==> config.mk <==
export PLATFORM = sky130hd
export DESIGN_NAME = midi_msg_parser
export DESIGN_NICKNAME = d
export VERILOG_FILES = /design/src/rtl/midi_pkg.sv /design/src/rtl/midi_msg_parser.sv
export SDC_FILE = /design/constraint.sdc
export NUM_CORES = 1
export LEC_CHECK = 0
export BUFFER_PORTS_ARGS = -buffer_cell sky130_fd_sc_hd__buf_4
export CAP_MARGIN = 20
export CORE_MARGIN = 8
export CORE_UTILIZATION = 28
export DETAILED_ROUTE_END_ITERATION = 6
export SLEW_MARGIN = 20
export SYNTH_ARGS = -nofsm -noshare
export SYNTH_HDL_FRONTEND = slang
export SYNTH_SLANG_ARGS = --single-unit
export TNS_END_PERCENT = 5
==> constraint.sdc <==
create_clock -name clk -period 2.21 [get_ports clk]
set_clock_uncertainty 0.1 [all_clocks]
set_input_delay 0.1105 -clock clk [delete_from_list [all_inputs] [get_ports clk]]
set_output_delay 0.1105 -clock clk [all_outputs]
set_load 0.01 [all_outputs]
==> src/rtl/midi_pkg.sv <==
// Shared constants, enumerations and helpers for the MIDI channel-voice parser.
package midi_pkg;

    // High nibbles of channel-voice status bytes that the decoder needs to tell apart
    localparam logic [3:0] NIB_NOTE_OFF   = 4'h8;
    localparam logic [3:0] NIB_PROG       = 4'hC;
    localparam logic [3:0] NIB_CH_PRESS   = 4'hD;
    localparam logic [3:0] NIB_PITCH_BEND = 4'hE;

    // System bytes with special handling
    localparam logic [7:0] BYTE_SYSEX    = 8'hF0;
    localparam logic [7:0] BYTE_EOX      = 8'hF7;
    localparam logic [7:0] BYTE_RT_FIRST = 8'hF8;
    localparam logic [7:0] BYTE_RESET    = 8'hFF;

    // Event type reported on evt_type; equals status bits [6:4] of the message
    typedef enum logic [2:0] {
        EVT_NOTE_OFF   = 3'd0,
        EVT_NOTE_ON    = 3'd1,
        EVT_POLY_AT    = 3'd2,
        EVT_CC         = 3'd3,
        EVT_PROG       = 3'd4,
        EVT_CH_PRESS   = 3'd5,
        EVT_PITCH_BEND = 3'd6
    } evt_type_t;

    // Parser FSM states, visible on the debug state port
    typedef enum logic [2:0] {
        ST_IDLE    = 3'd0,
        ST_WAIT_D1 = 3'd1,
        ST_WAIT_D2 = 3'd2,
        ST_SYSEX   = 3'd3,
        ST_SKIP    = 3'd4
    } parser_state_t;

    // Number of data bytes that follow a channel status, from its high nibble
    function automatic logic [1:0] msg_len(input logic [3:0] status_hi);
        return (status_hi == NIB_PROG || status_hi == NIB_CH_PRESS) ? 2'd1 : 2'd2;
    endfunction

endpackage

==> src/rtl/midi_msg_parser.sv <==
// MIDI byte-stream parser: turns UART bytes into channel-voice events with
// running status, real-time passthrough, SysEx skipping and system reset.
module midi_msg_parser
    import midi_pkg::*;
#(
    parameter logic [15:0] CH_MASK_DEFAULT = 16'h0001,
    parameter bit          RUNNING_STATUS  = 1'b1,
    parameter bit          ZERO_VEL_IS_OFF = 1'b1,
    parameter bit          RESET_ON_FF     = 1'b1
) (
    input  logic        clk,
    input  logic        rst_n,
    input  logic        ce,
    input  logic [7:0]  data,
    input  logic        dv,
    input  logic        ch_mask_wr,
    input  logic [15:0] ch_mask_in,
    output logic        evt_valid,
    output logic [2:0]  evt_type,
    output logic [3:0]  evt_ch,
    output logic [6:0]  evt_d1,
    output logic [6:0]  evt_d2,
    output logic        rt_valid,
    output logic [7:0]  rt_byte,
    output logic        sys_reset,
    output logic [2:0]  state
);

    parser_state_t state_q, state_d;
    evt_type_t     kind_q, kind_d;        // event kind of the held status
    logic [3:0]    chan_q, chan_d;        // channel of the held status
    logic          len2_q, len2_d;        // held status carries two data bytes
    logic [6:0]    d1_q, d1_d;            // first data byte while in WAIT_D2
    logic [15:0]   mask_q, mask_d;
    logic          evt_valid_q, evt_valid_d;
    evt_type_t     evt_type_q, evt_type_d;
    logic [3:0]    evt_ch_q, evt_ch_d;
    logic [6:0]    evt_d1_q, evt_d1_d;
    logic [6:0]    evt_d2_q, evt_d2_d;
    logic          rt_valid_q, rt_valid_d;
    logic [7:0]    rt_byte_q, rt_byte_d;
    logic          sys_reset_q, sys_reset_d;

    logic          emit;
    logic [6:0]    emit_d1;
    logic [6:0]    emit_d2;

    // Next-state decode: classify the accepted byte and build any event
    always_comb begin
        state_d     = state_q;
        kind_d      = kind_q;
        chan_d      = chan_q;
        len2_d      = len2_q;
        d1_d        = d1_q;
        mask_d      = mask_q;
        evt_valid_d = 1'b0;
        evt_type_d  = evt_type_q;
        evt_ch_d    = evt_ch_q;
        evt_d1_d    = evt_d1_q;
        evt_d2_d    = evt_d2_q;
        rt_valid_d  = 1'b0;
        rt_byte_d   = rt_byte_q;
        sys_reset_d = 1'b0;
        emit        = 1'b0;
        emit_d1     = '0;
        emit_d2     = '0;

        // An out-of-range encoding falls back to IDLE
        case (state_q)
            ST_IDLE, ST_WAIT_D1, ST_WAIT_D2, ST_SYSEX, ST_SKIP: ;
            default: state_d = ST_IDLE;
        endcase

        // The mask register is used below before this update, so a status
        // byte in the same cycle as a write is judged by the old mask
        if (ce && ch_mask_wr) begin
            mask_d = ch_mask_in;
        end

        if (ce && dv) begin
            if (data >= BYTE_RT_FIRST) begin
                if (data == BYTE_RESET && RESET_ON_FF) begin
                    state_d     = ST_IDLE;
                    kind_d      = EVT_NOTE_OFF;
                    chan_d      = '0;
                    len2_d      = 1'b0;
                    d1_d        = '0;
                    sys_reset_d = 1'b1;
                end else begin
                    rt_valid_d = 1'b1;
                    rt_byte_d  = data;
                end
            end else if (data >= BYTE_SYSEX && data <= BYTE_EOX) begin
                state_d = (data == BYTE_SYSEX) ? ST_SYSEX : ST_SKIP;
                kind_d  = EVT_NOTE_OFF;
                chan_d  = '0;
                len2_d  = 1'b0;
                d1_d    = '0;
            end else if (data[7:4] >= NIB_NOTE_OFF && data[7:4] <= NIB_PITCH_BEND) begin
                kind_d  = evt_type_t'(data[6:4]);
                chan_d  = data[3:0];
                len2_d  = (msg_len(data[7:4]) == 2'd2);
                d1_d    = '0;
                state_d = mask_q[data[3:0]] ? ST_WAIT_D1 : ST_SKIP;
            end else begin
                case (state_q)
                    ST_WAIT_D1: begin
                        if (len2_q) begin
                            d1_d    = data[6:0];
                            state_d = ST_WAIT_D2;
                        end else begin
                            emit    = 1'b1;
                            emit_d1 = data[6:0];
                            state_d = RUNNING_STATUS ? ST_WAIT_D1 : ST_IDLE;
                        end
                    end
                    ST_WAIT_D2: begin
                        emit    = 1'b1;
                        emit_d1 = d1_q;
                        emit_d2 = data[6:0];
                        state_d = RUNNING_STATUS ? ST_WAIT_D1 : ST_IDLE;
                    end
                    default: ;
                endcase
            end
        end

        if (emit) begin
            evt_valid_d = 1'b1;
            evt_ch_d    = chan_q;
            evt_d1_d    = emit_d1;
            evt_d2_d    = emit_d2;
            evt_type_d  = (ZERO_VEL_IS_OFF && kind_q == EVT_NOTE_ON && emit_d2 == 7'd0)
                          ? EVT_NOTE_OFF : kind_q;
        end
    end

    // State, held message and output registers
    always_ff @(posedge clk or negedge rst_n) begin
        if (!rst_n) begin
            state_q     <= ST_IDLE;
            kind_q      <= EVT_NOTE_OFF;
            chan_q      <= '0;
            len2_q      <= 1'b0;
            d1_q        <= '0;
            mask_q      <= CH_MASK_DEFAULT;
            evt_valid_q <= 1'b0;
            evt_type_q  <= EVT_NOTE_OFF;
            evt_ch_q    <= '0;
            evt_d1_q    <= '0;
            evt_d2_q    <= '0;
            rt_valid_q  <= 1'b0;
            rt_byte_q   <= '0;
            sys_reset_q <= 1'b0;
        end else begin
            state_q     <= state_d;
            kind_q      <= kind_d;
            chan_q      <= chan_d;
            len2_q      <= len2_d;
            d1_q        <= d1_d;
            mask_q      <= mask_d;
            evt_valid_q <= evt_valid_d;
            evt_type_q  <= evt_type_d;
            evt_ch_q    <= evt_ch_d;
            evt_d1_q    <= evt_d1_d;
            evt_d2_q    <= evt_d2_d;
            rt_valid_q  <= rt_valid_d;
            rt_byte_q   <= rt_byte_d;
            sys_reset_q <= sys_reset_d;
        end
    end

    assign evt_valid = evt_valid_q;
    assign evt_type  = evt_type_q;
    assign evt_ch    = evt_ch_q;
    assign evt_d1    = evt_d1_q;
    assign evt_d2    = evt_d2_q;
    assign rt_valid  = rt_valid_q;
    assign rt_byte   = rt_byte_q;
    assign sys_reset = sys_reset_q;
    assign state     = state_q;

endmodule

==> flow_metrics.tcl, run 1 <==
set metrics [dict create \
    cts_setup_buffers 0 \
    routabilityCongestion 0.815 \
    clk_pin_slew_ns 0.07 \
    core-area_sq_um 10300 \
    cap_violations 0 \
    tritoncts "yes" \
    initialDrtViolationCount 104 \
    drive_gt1_frac 0.337 \
    hold_violations 0 \
    grt_antenna_before_repair 0 \
    globalRouteOverflowTotal 0 \
    post-route-util 0.388 \
    clk_path_buf_depth 2 \
    fin_hold_ws_ns 0.00948 \
    wire_per_inst_um 15.5 \
    grt_max_degree 67 \
    cts.sinks 66 \
    ys_warn_count 0 \
    peakVddDrop_uv 366 \
    cts_inserted_buffers 9 \
    slew_headroom 0.448 \
    max_clock_freq_ghz 0.516 \
    crit_slowest_cell "nor2_2" \
    synthFlopType "dfrtp_1" \
    setup_viol 0 \
    finalWirelength_mm 7.44 \
    timing.final.crit_share 0.877 \
    clk_latency_ns 0.34 \
    area_delta_synth_final_pct 35.2 \
    port_buffers 63 \
    endpoint_kind "register" \
    worstSetupPathType "reg -> reg" \
    diodes 0 \
    tightest_slew_ns 0.828 \
    die_area_sq_um 14100 \
    ant_nets 0 \
    hpwl_mm 5.08 \
    vias 2219 \
    synth_seq_cells 66 \
    h-tree-depth 3 \
    boundaryPins 64 \
    status "finished, final reports clean" \
    drv_slew 0 \
    fill_cells 1050 \
    fp.dieW_um 119 \
    yosysSeqAreaShare 0.561 \
    p_per_area_nw_per_um2 976 \
    critPathLaunchType "register" \
    cp_cell_sequence "nand2b_1 -> nor2_2 -> o21ai_4 -> inv_2 -> o311ai_0 -> nand2_1" \
    fin_crit_ns 1.94 \
    hold_path.class "in -> reg" \
    synth_cells 254 \
    synth-edff-count 0 \
    grt_pass1_wl_mm 12.4 \
    hp-start "data[2]" \
    via_per_inst 4.62 \
    synth_area_sq_um 2950 \
    p_leak_nw 1.89 \
    r2r-start "state[2]" \
    grt_usage 0.109 \
    synthArstFlopShare 1.00 \
    cp_max_fo 15 \
    dr.pass1.iters 4 \
    nets 368 \
    final_cell_mix "buf_4, dfrtp_1, nand2_1, dlygate4sd3_1, nor2_1" \
    syn-num-nets 283 \
    die_h_um 119 \
    regArea_sq_um 1650 \
    first_global_vias 2408 \
    syn_area_per_cell_sq_um 11.6 \
    critical_path_arrival_ns 2.12 \
    cp-startpoint "state[2]" \
    cts_root_buf "clkbuf_8" \
    rsz0062_at_grt "no" \
    row_count 37 \
    required_ns 2.39 \
    max_stage_delay_ns 0.42 \
    start_util 0.287 \
    multi_input_area_sq_um 1200 \
    synth.distinct_cells 47 \
    layout.cells.most_common "buf_4" \
    drc 0 \
]
-- critical path, delay by kind of cell (launching register included) --
| family | cells | cell delay [ns] |
|---|---|---|
| and+or+nand+nor | 3 | 0.76 |
| DFF | 1 | 0.40 |
| AOI/OAI and AO/OA | 2 | 0.38 |
| buffers and inverters | 1 | 0.25 |
-- sequential cells by signal (all words and copies together), names as in the netlist, 4 cells and up --
name     count
evt_d1       7
evt_ch       4
chan_q       4
mask_q      16
rt_byte      8
d1_q         7
evt_d2       7
-- path summary, 6_finish.rpt --
check                              end  slack (ns)  cells after the start
max                        evt_type[0]        0.27                      6
min                          chan_q[2]       0.009                      3
max reg2reg                evt_type[0]        0.27                      6
min reg2reg                  evt_ch[3]        0.37                      2
max in group asynchronous    mask_q[5]        1.15                      2
min in group asynchronous    evt_ch[0]        0.31                      2
-- cells by family after synthesis --
group                  after synthesis  share of synthesized area
DFF                                 66                      0.561
and+or+nand+nor                     92                      0.155
buffers and inverters               18                     0.0386
muxes                               32                      0.128
AOI/OAI and AO/OA                   46                      0.118
-- power by group --
group	internal (mW)	leakage [nW]	switching [mW]	total, mW
clock	0.749	0.114	0.451	1.20
combinational	0.543	0.937	0.469	1.01
sequential	1.50	0.836	0.173	1.68
-- synthesized netlist by cell type, types with 4 or more instances --
library cell  instances  area share
a22o_1                7       0.021
a21oi_1               6       0.010
nand2_1              41       0.052
o21ai_0               6       0.010
nand2b_1              7       0.015
nor2b_1               5       0.011
nand3_1               4      0.0068
buf_2                 7       0.012
a221oi_1              7       0.021
buf_6                 4       0.015
mux2_2               16       0.061
nor2_1               21       0.027
dfrtp_1              65        0.55
mux2_4                5       0.025
mux2i_1              10       0.034
-- repair_timing --
item	in CTS	in global routing
hold buffers	22	0
resized for setup	1	0
endpoints found under the setup margin	9	1
pin swaps	0	1
endpoints found under the hold margin	88	0
gates cloned	0	1
-- metrics by stage --
| stage | setup TNS [ns] | instances | instance area, sq um | worst slack, ns | power [mW] |
|---|---|---|---|---|---|
| 6_report | 0 | 480 | 3990 | 0.271 | 3.89 |
| 5_1_grt | 0 | 480 | 3990 | 0.0624 | 4.14 |
| 3_3_place_gp | 0 | 441 | 3510 | 0.0315 | 2.68 |
| 3_5_place_dp | -0.295 | 441 | 3510 | -0.0944 | 2.70 |
| 4_1_cts | 0 | 479 | 3980 | 0.206 | 3.95 |
| 2_1_floorplan | 0 | 254 | 2950 | 0.543 | 2.18 |
-- cell type report --
type                            count  share of cell area
Clock buffer                       11              0.0330
Clock inverter                      5              0.0257
Inverter                            2             0.00188
Multi-Input combinational cell    171               0.300
Sequential cell                    66               0.415
Tap cell                          136              0.0427
Timing Repair Buffer               89               0.181
-- layer usage --
layer  GRT usage  routed length, um  up-vias  share of wire
li1            -                  -     1070              -
met1       0.134               3440     1088           0.46
met2       0.172               3500       56           0.47
met3      0.0447                428        5          0.058
met4      0.0285                 62        0         0.0083
met5           0                  0        -              0
Power figures use the tool's default switching activity.
==> run 2: changes to the inputs <==
--- a/config.mk
+++ b/config.mk
@@ -8,8 +8,9 @@
 export BUFFER_PORTS_ARGS = -buffer_cell sky130_fd_sc_hd__buf_4
 export CAP_MARGIN = 20
 export CORE_MARGIN = 8
-export CORE_UTILIZATION = 28
+export CORE_UTILIZATION = 54
 export DETAILED_ROUTE_END_ITERATION = 6
+export PLACE_DENSITY = 0.79
 export SLEW_MARGIN = 20
 export SYNTH_ARGS = -nofsm -noshare
 export SYNTH_HDL_FRONTEND = slang
==> run 2 against run 1 <==
  * Worst setup slack better by 0.0069 ns
  * Combinational power about the same
  * Sequential power about the same
  * Non-clock buffer count down 1
  * Largest power group unchanged
  * Global-route usage up 7.5 points
  * Critical path type unchanged
==> flow_metrics.tcl, run 2 (same netlist as run 1, synthesis figures left out) <==
set metrics [dict create \
    diodes 0 \
    finalWirelength_mm 7.13 \
    critPathLaunchType "register" \
    start_util 0.545 \
    ant_nets 0 \
    top_usage_layer "met2" \
    cap_violations 0 \
    required_ns 2.33 \
    initialDrtViolationCount 157 \
    clk_pin_slew_ns 0.07 \
    peakVddDrop_uv 643 \
    first_global_vias 2434 \
    tightest_slew_ns 0.799 \
    max_clock_freq_ghz 0.518 \
    cts_setup_buffers 0 \
    final.setup.tns_ns 0 \
    slew_headroom 0.467 \
    hold_violations 0 \
    port_buffers 63 \
    crit_cells 6 \
    hold_path_depth 3 \
    hpwl_mm 4.55 \
    grt_pass1_wl_mm 12.1 \
    cts_root_buf "clkbuf_8" \
    multi_input_area_sq_um 1180 \
    use_met3 0.0549 \
    max_stage_delay_ns 0.45 \
    hold_path.class "in -> reg" \
    core-area_sq_um 5410 \
    timing.final.crit_share 0.874 \
    tritoncts "yes" \
    via_per_inst 5.52 \
    grt_usage 0.184 \
    largest_reg_flops 16 \
    status "finished, final reports clean" \
    row_count 27 \
    routabilityCongestion 0.884 \
    clk_latency_ns 0.34 \
    final_cell_mix "buf_4, dfrtp_1, nand2_1, dlygate4sd3_1, nor2_1" \
    clk_path_buf_depth 2 \
    setup_viol 0 \
    nets 366 \
    dr.pass1.iters 4 \
    drv_slew 0 \
    power_mw 3.66 \
    cp_cell_sequence "nand2b_1 -> nor2_2 -> o21ai_2 -> inv_2 -> o311ai_0 -> nand2_1" \
    area_delta_synth_final_pct 30.0 \
    vias 2279 \
    cts_resized 0 \
    r2r_cells 6 \
    fill_cells 387 \
    fp.dieW_um 89.9 \
    largest_register "mask_q" \
    layout.cells.most_common "buf_4" \
    grt_antenna_before_repair 0 \
    drc 0 \
    wire_per_inst_um 17.3 \
    cp_top_family "compound AO/OA/AOI/OAI gates" \
    die_area_sq_um 8080 \
    met1_usage 0.223 \
    globalRouteOverflowTotal 0 \
    p_per_area_nw_per_um2 956 \
    die_h_um 89.9 \
    cts_inserted_buffers 9 \
    p_leak_nw 1.86 \
    fin_crit_ns 1.93 \
    crit_slowest_cell "dfrtp_1" \
    regArea_sq_um 1650 \
    boundaryPins 64 \
    critical_path_arrival_ns 2.06 \
    worst-path-buf-inv 1 \
    grt_max_degree 67 \
    cp_max_fo 15 \
    h-tree-depth 3 \
    fin_hold_ws_ns 0.00571 \
    drive_gt1_frac 0.331 \
    cts.sinks 66 \
    worstSetupPathType "reg -> reg" \
    rsz0062_at_grt "no" \
    endpoint_kind "register" \
    met2_usage 0.290 \
]
run 2: cell count changes in the layout (fill, tap and decap cells not counted), sizes merged:
| cell | previous run | this run |
|---|---|---|
| buf | 67 | 66 |
| bufinv | 3 | 1 |
| clkbuf | 11 | 12 |
| clkinv | 1 | 2 |
| clkinvlp | 1 | 0 |
| o21ai | 11 | 10 |
run 2: final cells by class:
type                       instances  share of cell area
sequential                        66               0.431
multi-input combinational        170               0.308
timing repair buffer              88               0.187
clock buffer                      12              0.0379
tap                               72              0.0235
clock inverter                     3              0.0104
inverter                           2             0.00196
run 2: through the flow:
stage,instances,setup slack [ns],utilization,cell area (sq um)
after global placement,376,0.361,0.634,3430
after detailed placement,376,0.275,0.634,3430
final,413,0.278,0.709,3830
after global routing,413,0.0913,0.709,3830
after floorplan,254,0.543,-,2950
after CTS,413,0.257,0.709,3830
run 2: worst paths after layout:
check	start	endpoint	slack, ns
worst max-delay path	state[1]	evt_type[0]	0.28
worst min-delay path	data[2]	chan_q[2]	0.006
worst max register to register	state[1]	evt_type[0]	0.28
max in group asynchronous	rst_n	evt_d1[5]	1.19
worst min register to register	rt_byte[7]	rt_byte[7]	0.37
min in group asynchronous	rst_n	evt_ch[2]	0.30
run 2: worst min-delay path: cells and delay by family:
family	cells	cell delay (ns)
AND/OR/NAND/NOR	1	0.07
AO/OA/AOI/OAI	1	0.06
buffers and inverters	1	0.17
run 2: timing repair:
action | in CTS | in global routing
hold buffers | 22 | 0
endpoints found under the setup margin | 0 | 0
endpoints found under the hold margin | 88 | 0
run 2: per-layer routing:
| metal | wire, um | share of wire | vias to the layer above |
|---|---|---|---|
| li1 | - | - | 1064 |
| met1 | 3020 | 0.42 | 1114 |
| met2 | 3450 | 0.48 | 87 |
| met3 | 522 | 0.073 | 14 |
| met4 | 137 | 0.019 | 0 |
| met5 | 0 | 0 | - |
run 2: where the power goes:
part           switching, mW  internal, mW  leakage (nW)  total (mW)
combinational          0.456         0.540         0.930       0.996
sequential             0.184          1.50         0.836        1.69
clock                  0.436         0.543        0.0962       0.979
